<file path="src/rtl/sdram_pkg.sv">
// Shared SDRAM command encodings, arbiter state encoding and refresh default.
package sdram_pkg;

    localparam int unsigned REF_CYCLES_DEF = 390;

    localparam logic [3:0] CMD_NOP  = 4'b0111;
    localparam logic [3:0] CMD_PRE  = 4'b0010;
    localparam logic [3:0] CMD_AREF = 4'b0001;
    localparam logic [3:0] CMD_MRS  = 4'b0000;
    localparam logic [3:0] CMD_ACT  = 4'b0011;
    localparam logic [3:0] CMD_WR   = 4'b0100;
    localparam logic [3:0] CMD_RD   = 4'b0101;

    typedef enum logic [2:0] {
        ST_INIT  = 3'd0,
        ST_ARBIT = 3'd1,
        ST_AREF  = 3'd2,
        ST_WRITE = 3'd3,
        ST_READ  = 3'd4
    } sdram_state_e;

endpackage

</file>
<file path="src/rtl/sdram_ref_timer.sv">
// Free-running refresh interval timer; raises aref_req each interval and flags
// an overrun when an interval expires with a refresh still outstanding.
module sdram_ref_timer
    import sdram_pkg::*;
#(
    parameter int unsigned REF_CYCLES = REF_CYCLES_DEF
) (
    input  logic sclk,
    input  logic s_rst_n,
    input  logic init_end,
    input  logic aref_start,
    output logic aref_req,
    output logic ref_overrun
);

    localparam int unsigned CNT_W = (REF_CYCLES > 1) ? $clog2(REF_CYCLES) : 1;

    logic [CNT_W-1:0] r_cnt;
    logic             r_aref_req;
    logic             r_overrun;
    logic             w_expire;

    assign w_expire = init_end && (r_cnt == CNT_W'(REF_CYCLES - 1));

    always_ff @(posedge sclk or negedge s_rst_n) begin
        if (!s_rst_n) begin
            r_cnt <= '0;
        end else if (!init_end || w_expire) begin
            r_cnt <= '0;
        end else begin
            r_cnt <= r_cnt + CNT_W'(1);
        end
    end

    // A refresh being granted this cycle swallows a coincident expiry.
    always_ff @(posedge sclk or negedge s_rst_n) begin
        if (!s_rst_n) begin
            r_aref_req <= 1'b0;
            r_overrun  <= 1'b0;
        end else if (aref_start) begin
            r_aref_req <= 1'b0;
        end else if (w_expire) begin
            if (r_aref_req) begin
                r_overrun <= 1'b1;
            end
            r_aref_req <= 1'b1;
        end
    end

    assign aref_req    = r_aref_req;
    assign ref_overrun = r_overrun;

endmodule

</file>
<file path="src/rtl/sdram_arbit.sv">
// SDRAM bus scheduler: holds the bus for init, then grants it to refresh,
// write or read masters and muxes the owner's command/address/data to the pins.
module sdram_arbit
    import sdram_pkg::*;
#(
    parameter int unsigned REF_CYCLES = REF_CYCLES_DEF,
    parameter int unsigned ADDR_W     = 13,
    parameter int unsigned DATA_W     = 16
) (
    input  logic              sclk,
    input  logic              s_rst_n,
    input  logic              init_end,
    input  logic [3:0]        init_cmd,
    input  logic [ADDR_W-1:0] init_addr,
    output logic              aref_en,
    input  logic              aref_end,
    input  logic [3:0]        aref_cmd,
    input  logic [ADDR_W-1:0] aref_addr,
    input  logic              wr_trig,
    output logic              wr_en,
    input  logic              wr_end,
    input  logic [3:0]        wr_cmd,
    input  logic [ADDR_W-1:0] wr_addr,
    input  logic [1:0]        wr_bank,
    input  logic [DATA_W-1:0] wr_dq,
    input  logic              wr_dq_oe,
    input  logic              rd_trig,
    output logic              rd_en,
    input  logic              rd_end,
    input  logic [3:0]        rd_cmd,
    input  logic [ADDR_W-1:0] rd_addr,
    input  logic [1:0]        rd_bank,
    output logic              aref_req,
    output logic              ref_overrun,
    output logic [3:0]        sdram_cmd,
    output logic [1:0]        sdram_bank,
    output logic [ADDR_W-1:0] sdram_addr,
    output logic [DATA_W-1:0] sdram_dq_out,
    output logic              sdram_dq_oe
);

    sdram_state_e r_state;
    logic         r_aref_en;
    logic         r_wr_en;
    logic         r_rd_en;
    logic         w_aref_req;
    logic         w_aref_start;

    assign w_aref_start = (r_state == ST_ARBIT) && w_aref_req;

    sdram_ref_timer #(
        .REF_CYCLES (REF_CYCLES)
    ) u_ref_timer (
        .sclk        (sclk),
        .s_rst_n     (s_rst_n),
        .init_end    (init_end),
        .aref_start  (w_aref_start),
        .aref_req    (w_aref_req),
        .ref_overrun (ref_overrun)
    );

    // Every grant returns through ST_ARBIT, which guarantees a NOP turnaround.
    always_ff @(posedge sclk or negedge s_rst_n) begin
        if (!s_rst_n) begin
            r_state   <= ST_INIT;
            r_aref_en <= 1'b0;
            r_wr_en   <= 1'b0;
            r_rd_en   <= 1'b0;
        end else begin
            case (r_state)
                ST_INIT: begin
                    if (init_end) begin
                        r_state <= ST_ARBIT;
                    end
                end
                ST_ARBIT: begin
                    if (w_aref_req) begin
                        r_state   <= ST_AREF;
                        r_aref_en <= 1'b1;
                    end else if (wr_trig) begin
                        r_state <= ST_WRITE;
                        r_wr_en <= 1'b1;
                    end else if (rd_trig) begin
                        r_state <= ST_READ;
                        r_rd_en <= 1'b1;
                    end
                end
                ST_AREF: begin
                    if (aref_end) begin
                        r_state   <= ST_ARBIT;
                        r_aref_en <= 1'b0;
                    end
                end
                ST_WRITE: begin
                    if (wr_end) begin
                        r_state <= ST_ARBIT;
                        r_wr_en <= 1'b0;
                    end
                end
                ST_READ: begin
                    if (rd_end) begin
                        r_state <= ST_ARBIT;
                        r_rd_en <= 1'b0;
                    end
                end
                default: begin
                    r_state   <= ST_INIT;
                    r_aref_en <= 1'b0;
                    r_wr_en   <= 1'b0;
                    r_rd_en   <= 1'b0;
                end
            endcase
        end
    end

    // Pin mux selected purely by the state register.
    always_comb begin
        sdram_cmd   = CMD_NOP;
        sdram_bank  = 2'b00;
        sdram_addr  = '0;
        sdram_dq_oe = 1'b0;
        case (r_state)
            ST_INIT: begin
                sdram_cmd  = init_cmd;
                sdram_addr = init_addr;
            end
            ST_AREF: begin
                sdram_cmd  = aref_cmd;
                sdram_addr = aref_addr;
            end
            ST_WRITE: begin
                sdram_cmd   = wr_cmd;
                sdram_bank  = wr_bank;
                sdram_addr  = wr_addr;
                sdram_dq_oe = wr_dq_oe;
            end
            ST_READ: begin
                sdram_cmd  = rd_cmd;
                sdram_bank = rd_bank;
                sdram_addr = rd_addr;
            end
            default: begin
                sdram_cmd = CMD_NOP;
            end
        endcase
    end

    assign sdram_dq_out = wr_dq;
    assign aref_en      = r_aref_en;
    assign wr_en        = r_wr_en;
    assign rd_en        = r_rd_en;
    assign aref_req     = w_aref_req;

endmodule

</file>
<file path="config.mk">
export PLATFORM = sky130hd
export DESIGN_NAME = sdram_arbit
export DESIGN_NICKNAME = d
export VERILOG_FILES = /design/src/rtl/sdram_pkg.sv /design/src/rtl/sdram_ref_timer.sv /design/src/rtl/sdram_arbit.sv
export SDC_FILE = /design/constraint.sdc
export NUM_CORES = 1
export LEC_CHECK = 0
export ABC_CLOCK_PERIOD_IN_PS = 2300
export BUFFER_PORTS_ARGS = -buffer_cell sky130_fd_sc_hd__buf_2
export CAP_MARGIN = 5
export CORE_MARGIN = 1
export CORE_UTILIZATION = 42
export CTS_BUF_LIST = sky130_fd_sc_hd__clkbuf_4 sky130_fd_sc_hd__clkbuf_8
export CTS_CLUSTER_DIAMETER = 80
export DETAILED_ROUTE_END_ITERATION = 7
export PLACE_DENSITY = 0.89
export SLEW_MARGIN = 25
export SYNTH_ARGS = -nofsm -noshare
export SYNTH_HDL_FRONTEND = slang
export SYNTH_SLANG_ARGS = --single-unit
</file>
<file path="constraint.sdc">
create_clock -name sclk -period 2.3 [get_ports sclk]
set_input_delay 0.23 -clock sclk [delete_from_list [all_inputs] [get_ports sclk]]
set_output_delay 0.23 -clock sclk [all_outputs]
set_load 0.02 [all_outputs]
</file>
# Yosys cells after proc, flatten, opt, wreduce, memory -nomap -nowiden
# Index checks and enable logic that the tools add are counted.
[op_classes]
add_sub_neg = 1
mul = 0
div = 0
order_cmp = 0
n_eq_ne = 15
n_shift = 0
n_mux = 27
bitwise = 4
reduce_logical = 14
[op_table]
columns = ["operator", "n"]
rows = [
  ["case mux 13 bit (4 select lines)", 1],
  ["2-to-1 mux 3 bit", 7],
  ["inequality test 2 bit (second input constant)", 8],
  ["case mux 4 bit (4 select lines)", 1],
  ["case mux 3 bit (5 select lines)", 1],
  ["2-to-1 mux 1 bit", 12],
  ["AND reduction 5 bit", 2],
  ["adder 9 x 1 -> 9 bit (second input constant)", 1],
  ["== test 9 bit (second input constant)", 1],
  ["2-to-1 mux 9 bit", 1],
  ["case mux 1 bit (3 select lines)", 3],
  ["OR reduction 3 bit", 3],
  ["== test 3 x 2 -> 1 bit (second input constant)", 2],
  ["AND reduction 3 bit", 2],
  ["inequality test 4 x 3 -> 1 bit (second input constant)", 1],
  ["NOT 1 bit", 4],
  ["case mux 2 bit (2 select lines)", 1],
  ["AND reduction 4 bit", 1],
  ["== test 3 x 1 -> 1 bit (second input constant)", 1],
  ["== test 3 bit (second input constant)", 1],
  ["zero test 3 bit", 1],
  ["logical AND 1 bit", 2],
  ["inequality test 2 x 1 -> 1 bit (second input constant)", 1],
  ["nonzero test 2 bit", 1],
  ["2 further kinds", 2],
]
[totals]
ff_bits = 17
latch_bits = 0
mem_bits_rw = 0
romBits = 0
input_bits = 97
output_inout_bits = 41
wordCells = 68
mem_count = 0

# Depth between registers and ports, before layout
# Gate-level depths: netlist of the first run.
[logic_depth]
word_depth = 4
ltp_mapped = 5
depth_no_buf = 5

# By module
# A second synthesis of the first run with hierarchy kept.
[unflattened]
cells_unflattened = 187
area_unflattened_um2 = 1642.8
[by_module_without_submodules]
columns = ["module", "n_inst", "cells_each", "area_per_inst_um2"]
rows = [
  ["sdram_arbit", 1, 136, 1111.1],
  ["sdram_ref_timer", 1, 51, 531.8],
]

# Worst setup path before layout of the first run
# Ideal clock, no wire load.
[synth_path]
path_type = "register to output"
from = "reg r_state[1]"
to = "out sdram_addr[10]"
arrival_ns = 1.381
required_ns = 2.070
slack_ns = 0.689
stages_incl_launch_ff = 6
path_buffers = 2
cell_sequence = "dfrtp_1 -> buf_2 -> nor2b_1 -> buf_4 -> a22oi_1 -> o2bb2ai_1"
[synth_between]
elab_chain_len = 2
word_cells_on_any_way = 5
classes_between = "eq/ne (3); mux (1); reduce/logical (1)"
[synth_lines]
columns = ["element", "line_no", "text"]
rows = [
  ["start: declaration", "sdram_arbit.sv:42", "sdram_state_e r_state;"],
  ["start signal: assignment", "sdram_arbit.sv:65", "r_state <= ST_INIT;"],
  ["start signal: assignment", "sdram_arbit.sv:73", "r_state <= ST_ARBIT;"],
  ["start signal: assignment", "sdram_arbit.sv:78", "r_state <= ST_AREF;"],
  ["== test 3 bit, or another cell as far along", "sdram_arbit.sv:122", "case (r_state)"],
  ["case mux 13 bit (4 select lines) *", "sdram_arbit.sv:122", ""],
  ["end: declaration", "sdram_arbit.sv:37", "output logic [ADDR_W-1:0] sdram_addr,"],
]
# Every way passes the cells marked *; elsewhere a longest branch is shown, timed or not.

# Worst setup path after layout of the first run
[layout_path]
from = "reg r_state[1]"
to = "out sdram_addr[8]"
# The elaborated chain is that of the path after synthesis.

==> impl_metrics.env, run 1 <==
export IMPL_max_slew_margin_pct=62.7
export IMPL_post_cts_buffers=0
export IMPL_rrSetupSlack_ns=0.82
export IMPL_cell_internal_pwr_mw=1.06
export IMPL_required_ns=2.07
export IMPL_fp_dieH_um=62.3
export IMPL_pwr_share_clk_pct=7.9
export IMPL_maxSlewViolCount=0
export IMPL_synth_area_leaders="dfrtp_1 (28%), mux2_2 (10%), a22oi_1 (8.8%)"
export IMPL_wirelength_um=4120
export IMPL_power_leakage_nw=1.01
export IMPL_grt_overflow=0
export IMPL_worst_slack_ns=0.151
export IMPL_synth_top_family_by_area="compound AO/OA/AOI/OAI gates"
export IMPL_skew_ns=0.00256
export IMPL_synthesis_area_um2=1530
export IMPL_worstReg2RegStart="u_ref_timer.r_cnt[5]$_DFF_PN0_"
export IMPL_setup_tns_ns=0
export IMPL_switchingPower_mw=1.06
export IMPL_synth_main_ff_cell="dfrtp_1"
export IMPL_cp_max_fo=14
export IMPL_drc=0
export IMPL_clock_fmax_ghz=0.465
export IMPL_numCtsBuffers=3
export IMPL_dp_hpwl_um=3200
export IMPL_cts_tree="built"
export IMPL_stdcell_count=303
export IMPL_io_buffers=105
export IMPL_via_per_inst=5.52
export IMPL_clk_path_buf_depth=2
export IMPL_die_area_um2=3890
export IMPL_track_usage_pct=20.5
export IMPL_drive_gt1_share_pct=52.3
export IMPL_first_pass_iters=4
export IMPL_cts_root_buffer="clkbuf_4"
export IMPL_start_kind="register"
export IMPL_syn_num_nets=267
export IMPL_grt_pass1_vias=1572
export IMPL_seqPwrFrac_pct=19.0
export IMPL_num_nets_final=356
export IMPL_rsz0062_at_grt="no"
export IMPL_drt_iter0_markers=68
export IMPL_core_um2=3420
export IMPL_clkTransAtPathRegs_ns=0.10
export IMPL_synthAdderAreaFrac_pct=1.64
export IMPL_die_width_um=62.3
export IMPL_period_share_pct=93.4
export IMPL_hold_violations=0
export IMPL_status="complete, no violations"
export IMPL_worstMarginPinSlew_ns=0.558
export IMPL_synth_edf_count=0
export IMPL_synth_simple_area_share_pct=11.6
export IMPL_synthMuxAreaShare_pct=14.9
export IMPL_yosysWarnings=0
export IMPL_crit_type="register to output pin"
export IMPL_cap_violations=0
export IMPL_gp_congestion=0.821
export IMPL_async_flop_share_pct=100
export IMPL_area_delta_synth_final_pct=32.1
export IMPL_ys_seq_area_share_pct=27.8
export IMPL_io_pins=138
export IMPL_routedWlPerCell_um=13.6
export IMPL_fin_crit_ns=2.15
export IMPL_antenna_found_initial=1
export IMPL_yosysTopAreaCell="dfrtp_1"
export IMPL_arrival_ns=1.92
export IMPL_drtAntennaViolNets=0
export IMPL_clk_latency_ns=0.28
export IMPL_place_ws_ns=0.254
export IMPL_power_frac_comb_pct=73.0
export IMPL_final_core_util_pct=59.1
export IMPL_mostFrequentLayoutCell="buf_2"
export IMPL_grt_pass1_wl_um=6580
export IMPL_cts_sinks=17
export IMPL_synth_top_cell_area_share_pct=27.8
export IMPL_finalSetupViolCount=0
export IMPL_synth_compound_area_share_pct=29.6
export IMPL_syn_area_per_cell_um2=9.10
export IMPL_yosys_area_share_xor_xnor_pct=1.72
export IMPL_hp_start="wr_trig"
export IMPL_grt_max_degree=32
export IMPL_end_kind="output pin"
export IMPL_ys_types=37
export IMPL_htreeDepth=1
export IMPL_ys_seq_elements=17
export IMPL_place_inst=297
export IMPL_start_util_pct=44.8
export IMPL_peakVddDrop_mv=0.652
export IMPL_mostFrequentLayoutCells="buf_2 (105), a22oi_1 (18), dfrtp_1 (17), mux2_2 (14), o2bb2ai_1 (14)"
export IMPL_switching_share_pct=50.1
export IMPL_min_delay_path_class="primary input to register"
export IMPL_power_density_nw_per_um2=1050
export IMPL_synth_cells=168
export IMPL_rows=21
export IMPL_crit_path_start="r_state[1]$_DFFE_PN0P_"
export IMPL_vias=1673
==> power by group through the flow <==
stage	combinational, mW	clock [mW]	sequential [mW]
3_3_place_gp	1.52	0	0.404
5_1_grt	1.68	0.185	0.413
2_1_floorplan	1.14	0	0.416
3_5_place_dp	1.54	0	0.407
6_report	1.55	0.169	0.404
4_1_cts	1.55	0.171	0.404
==> repair_timing <==
item,4_1_cts,5_1_grt
hold buffers,1,0
resized for setup,1,0
setup endpoints to repair,14,0
endpoints found under the hold margin,17,0
==> through the flow <==
stage | hold WS, ns | cell area (um2) | total power, mW
6_report | 0.219 | 2020 | 2.12
5_1_grt | 0.231 | 2020 | 2.28
4_1_cts | 0.217 | 2020 | 2.13
3_5_place_dp | 0.163 | 1970 | 1.95
3_3_place_gp | 0.167 | 1970 | 1.92
2_1_floorplan | -0.0656 | 1530 | 1.56
==> layer usage <==
layer / vias up / GRT usage [%] / part of all wire [%]
li1: 813 / - / -
met1: 773 / 22.1 / 39
met2: 81 / 38.7 / 51
met3: 6 / 5.15 / 8.1
met4: 0 / 6.40 / 1.8
met5: - / 0 / 0
==> area by class of cell <==
class	instances	area, um2
Fill cell	297	1400
Multi-Input combinational cell	119	912
Timing Repair Buffer	111	573
Sequential cell	17	425
Tap cell	46	57.6
Clock buffer	4	30.0
Inverter	5	18.8
Antenna cell	1	2.50
==> Yosys cell counts (2+ instances only) <==
library cell   n
mux2i_1        7
nand3_1        5
nand2b_1       2
dfrtp_1       17
inv_1          4
a31oi_1        2
buf_4         17
o21ai_0        8
nand4_1        3
buf_2          8
o2bb2ai_1     14
a32o_1         3
ha_1           2
o32ai_1        2
xnor2_1        2
or3_1          4
nor2_1         9
mux2_2        14
a22oi_1       18
nand2_1        3
a21oi_1        7
nor2b_1        2
==> critical path, cell delays in order, from the launching register on <==
cell and delay, ns:
dfrtp_1 0.58, buf_4 0.30, mux2_2 0.37, a22oi_1 0.13, o2bb2ai_1 0.09, buf_2 0.16
==> sequential cells by signal, indices dropped and copies added, names as in the netlist <==
name / count
wr_en: 1
rd_en: 1
u_ref_timer.aref_req: 1
u_ref_timer.r_cnt: 9
u_ref_timer.ref_overrun: 1
aref_en: 1
r_state: 3
==> logic make-up (layout without fill, tap and decap cells) <==
| kind of cell | Yosys count | in the layout |
|---|---|---|
| buf+inv | 32 | 120 |
| other cells | 0 | 1 |
| mux | 21 | 21 |
| fa+ha+maj | 2 | 2 |
| compound gates | 60 | 60 |
| flops | 17 | 17 |
| xor+xnor | 3 | 3 |
| simple gates | 33 | 33 |
==> path summary, 6_finish.rpt <==
check / endpoint / cells after the start
worst max-delay path: sdram_addr[8] / 5
worst min-delay path: wr_en$_DFFE_PN0P_ / 3
worst max register to register: u_ref_timer.r_cnt[2]$_DFF_PN0_ / 3
worst min register to register: u_ref_timer.ref_overrun$_DFFE_PN0P_ / 1
max in group asynchronous: u_ref_timer.r_cnt[4]$_DFF_PN0_ / 2
min in group asynchronous: rd_en$_DFFE_PN0P_ / 2
No activity file was read; power rests on OpenSTA's default activity.
==> run 2: changes to the inputs <==
CORE_MARGIN = not set   (was 1)
RECOVER_POWER = 100   (was not set)
==> run 2 against run 1 <==
Clock power hardly changed. Non-clock buffer count did not move. Critical endpoint unchanged. Largest power group unchanged. Setup slack worse by 0.021 ns. Clock-buffer cell count unchanged. Sequential share of layout area is 0.30 points higher. Clock skew barely moved.
==> impl_metrics.env, run 2 (same netlist as run 1, synthesis figures left out) <==
export IMPL_seqPwrFrac_pct=19.3
export IMPL_final_core_util_pct=58.3
export IMPL_finalPower_mw=2.11
export IMPL_area_delta_synth_final_pct=30.2
export IMPL_fp_dieH_um=62.3
export IMPL_stdcell_area_um2=1990
export IMPL_mostFrequentLayoutCell="buf_2"
export IMPL_stdcell_count=303
export IMPL_die_width_um=62.3
export IMPL_required_ns=2.07
export IMPL_first_pass_iters=4
export IMPL_setup_tns_ns=0
export IMPL_routedWlPerCell_um=13.6
export IMPL_pwr_share_clk_pct=7.9
export IMPL_cts_sinks=17
export IMPL_die_area_um2=3890
export IMPL_switching_share_pct=50.7
export IMPL_antenna_found_initial=1
export IMPL_io_buffers=105
export IMPL_status="complete, no violations"
export IMPL_worstMarginPinSlew_ns=0.864
export IMPL_core_um2=3420
export IMPL_top_regs="u_ref_timer.r_cnt (9), r_state (3)"
export IMPL_htreeDepth=1
export IMPL_drtAntennaViolNets=0
export IMPL_mostFrequentLayoutCells="buf_2 (86), a22oi_1 (18), dfrtp_1 (17), mux2_2 (14), o2bb2ai_1 (14)"
export IMPL_place_inst=297
export IMPL_track_usage_pct=20.5
export IMPL_power_density_nw_per_um2=1060
export IMPL_place_area_um2=1970
export IMPL_vias=1679
export IMPL_post_cts_buffers=0
export IMPL_maxSlewViolCount=0
export IMPL_hold_violations=0
export IMPL_peakVddDrop_mv=0.642
export IMPL_cts_tree="built"
export IMPL_drive_gt1_share_pct=46.9
export IMPL_crit_type="register to output pin"
export IMPL_grt_max_degree=32
export IMPL_via_per_inst=5.54
export IMPL_fin_crit_ns=2.17
export IMPL_cts_root_buffer="clkbuf_4"
export IMPL_power_frac_comb_pct=72.8
export IMPL_rsz0062_at_grt="no"
export IMPL_grt_overflow=0
export IMPL_clkTransAtPathRegs_ns=0.10
export IMPL_max_slew_margin_pct=42.4
export IMPL_dp_hpwl_um=3200
export IMPL_clock_fmax_ghz=0.461
export IMPL_largest_register_ffs=9
export IMPL_start_util_pct=44.8
export IMPL_end_kind="output pin"
export IMPL_wirelength_um=4130
export IMPL_drc=0
export IMPL_period_share_pct=94.3
export IMPL_skew_ns=0.00214
export IMPL_min_delay_path_class="primary input to register"
export IMPL_numCtsBuffers=3
export IMPL_fillers=307
export IMPL_finalSetupViolCount=0
export IMPL_start_kind="register"
export IMPL_grt_pass1_wl_um=6580
export IMPL_cell_internal_pwr_mw=1.04
export IMPL_clk_path_buf_depth=2
export IMPL_worstReg2RegStart="u_ref_timer.r_cnt[5]$_DFF_PN0_"
export IMPL_io_pins=138
export IMPL_cp_max_fo=14
export IMPL_drt_iter0_markers=51
export IMPL_clk_latency_ns=0.28
export IMPL_gp_congestion=0.821
export IMPL_rows=21
export IMPL_arrival_ns=1.94
export IMPL_grt_pass1_vias=1572
export IMPL_largest_register="u_ref_timer.r_cnt"
export IMPL_crit_path_start="r_state[1]$_DFFE_PN0P_"
export IMPL_power_leakage_nw=0.968
export IMPL_switchingPower_mw=1.07
export IMPL_cap_violations=0
export IMPL_num_nets_final=356
export IMPL_hp_start="wr_trig"
run 2: cell types whose count changed in the layout (fill, tap and decap cells not counted), sizes merged:
| cell | before | now |
|---|---|---|
| clkbuf | 4 | 23 |
| buf | 110 | 91 |
run 2: timing repair:
action                                  CTS  global route
endpoints found under the setup margin   14             0
resized for setup                         1             0
hold endpoints to repair                 17             0
hold buffers                              1             0
run 2: path summary, 6_finish.rpt:
path	end	slack [ns]	cells past startpoint
worst max-delay path	sdram_addr[8]	0.13	5
worst min-delay path	wr_en$_DFFE_PN0P_	0.22	3
worst max register to register	u_ref_timer.r_cnt[2]$_DFF_PN0_	0.48	3
worst min register to register	u_ref_timer.ref_overrun$_DFFE_PN0P_	0.49	1
max in group asynchronous	u_ref_timer.r_cnt[4]$_DFF_PN0_	1.21	2
min in group asynchronous	u_ref_timer.r_cnt[5]$_DFF_PN0_	0.57	2
run 2: worst max-delay path, cell delays in order (launching register included):
cell and delay [ns]:
dfrtp_1 0.59, buf_4 0.30, mux2_2 0.37, a22oi_1 0.14, o2bb2ai_1 0.09, buf_2 0.16
run 2: power by group through the flow:
stage	sequential, mW	clock [mW]	combinational, mW
3_5_place_dp	0.407	0	1.54
3_3_place_gp	0.404	0	1.52
6_report	0.407	0.167	1.53
2_1_floorplan	0.416	0	1.14
4_1_cts	0.404	0.171	1.55
5_1_grt	0.413	0.185	1.66
run 2: cell type report:
type	instances	area [um2]	share of cell area (%)
antenna	1	2.50	0.126
clock buffer	4	30.0	1.51
inverter	5	18.8	0.943
multi-input combinational	119	897	45.1
sequential	17	425	21.4
tap	46	57.6	2.89
timing repair buffer	111	559	28.1
run 2: layer usage:
metal | GRT usage [%] | vias to the layer above | wire length [um] | part of all wire (%)
met5 | 0 | - | 0 | 0
met4 | 6.40 | 0 | 73 | 1.8
met3 | 5.15 | 6 | 326 | 7.9
met2 | 38.7 | 76 | 2100 | 51
met1 | 22.1 | 784 | 1630 | 39
li1 | - | 813 | - | -
run 2: per-stage QoR:
stage,setup WS (ns),hold WS [ns]
CTS,0.145,0.217
global placement,0.268,0.167
floorplan,0.689,-0.0656
global route,0.00156,0.231
finish,0.130,0.223
detailed placement,0.254,0.163
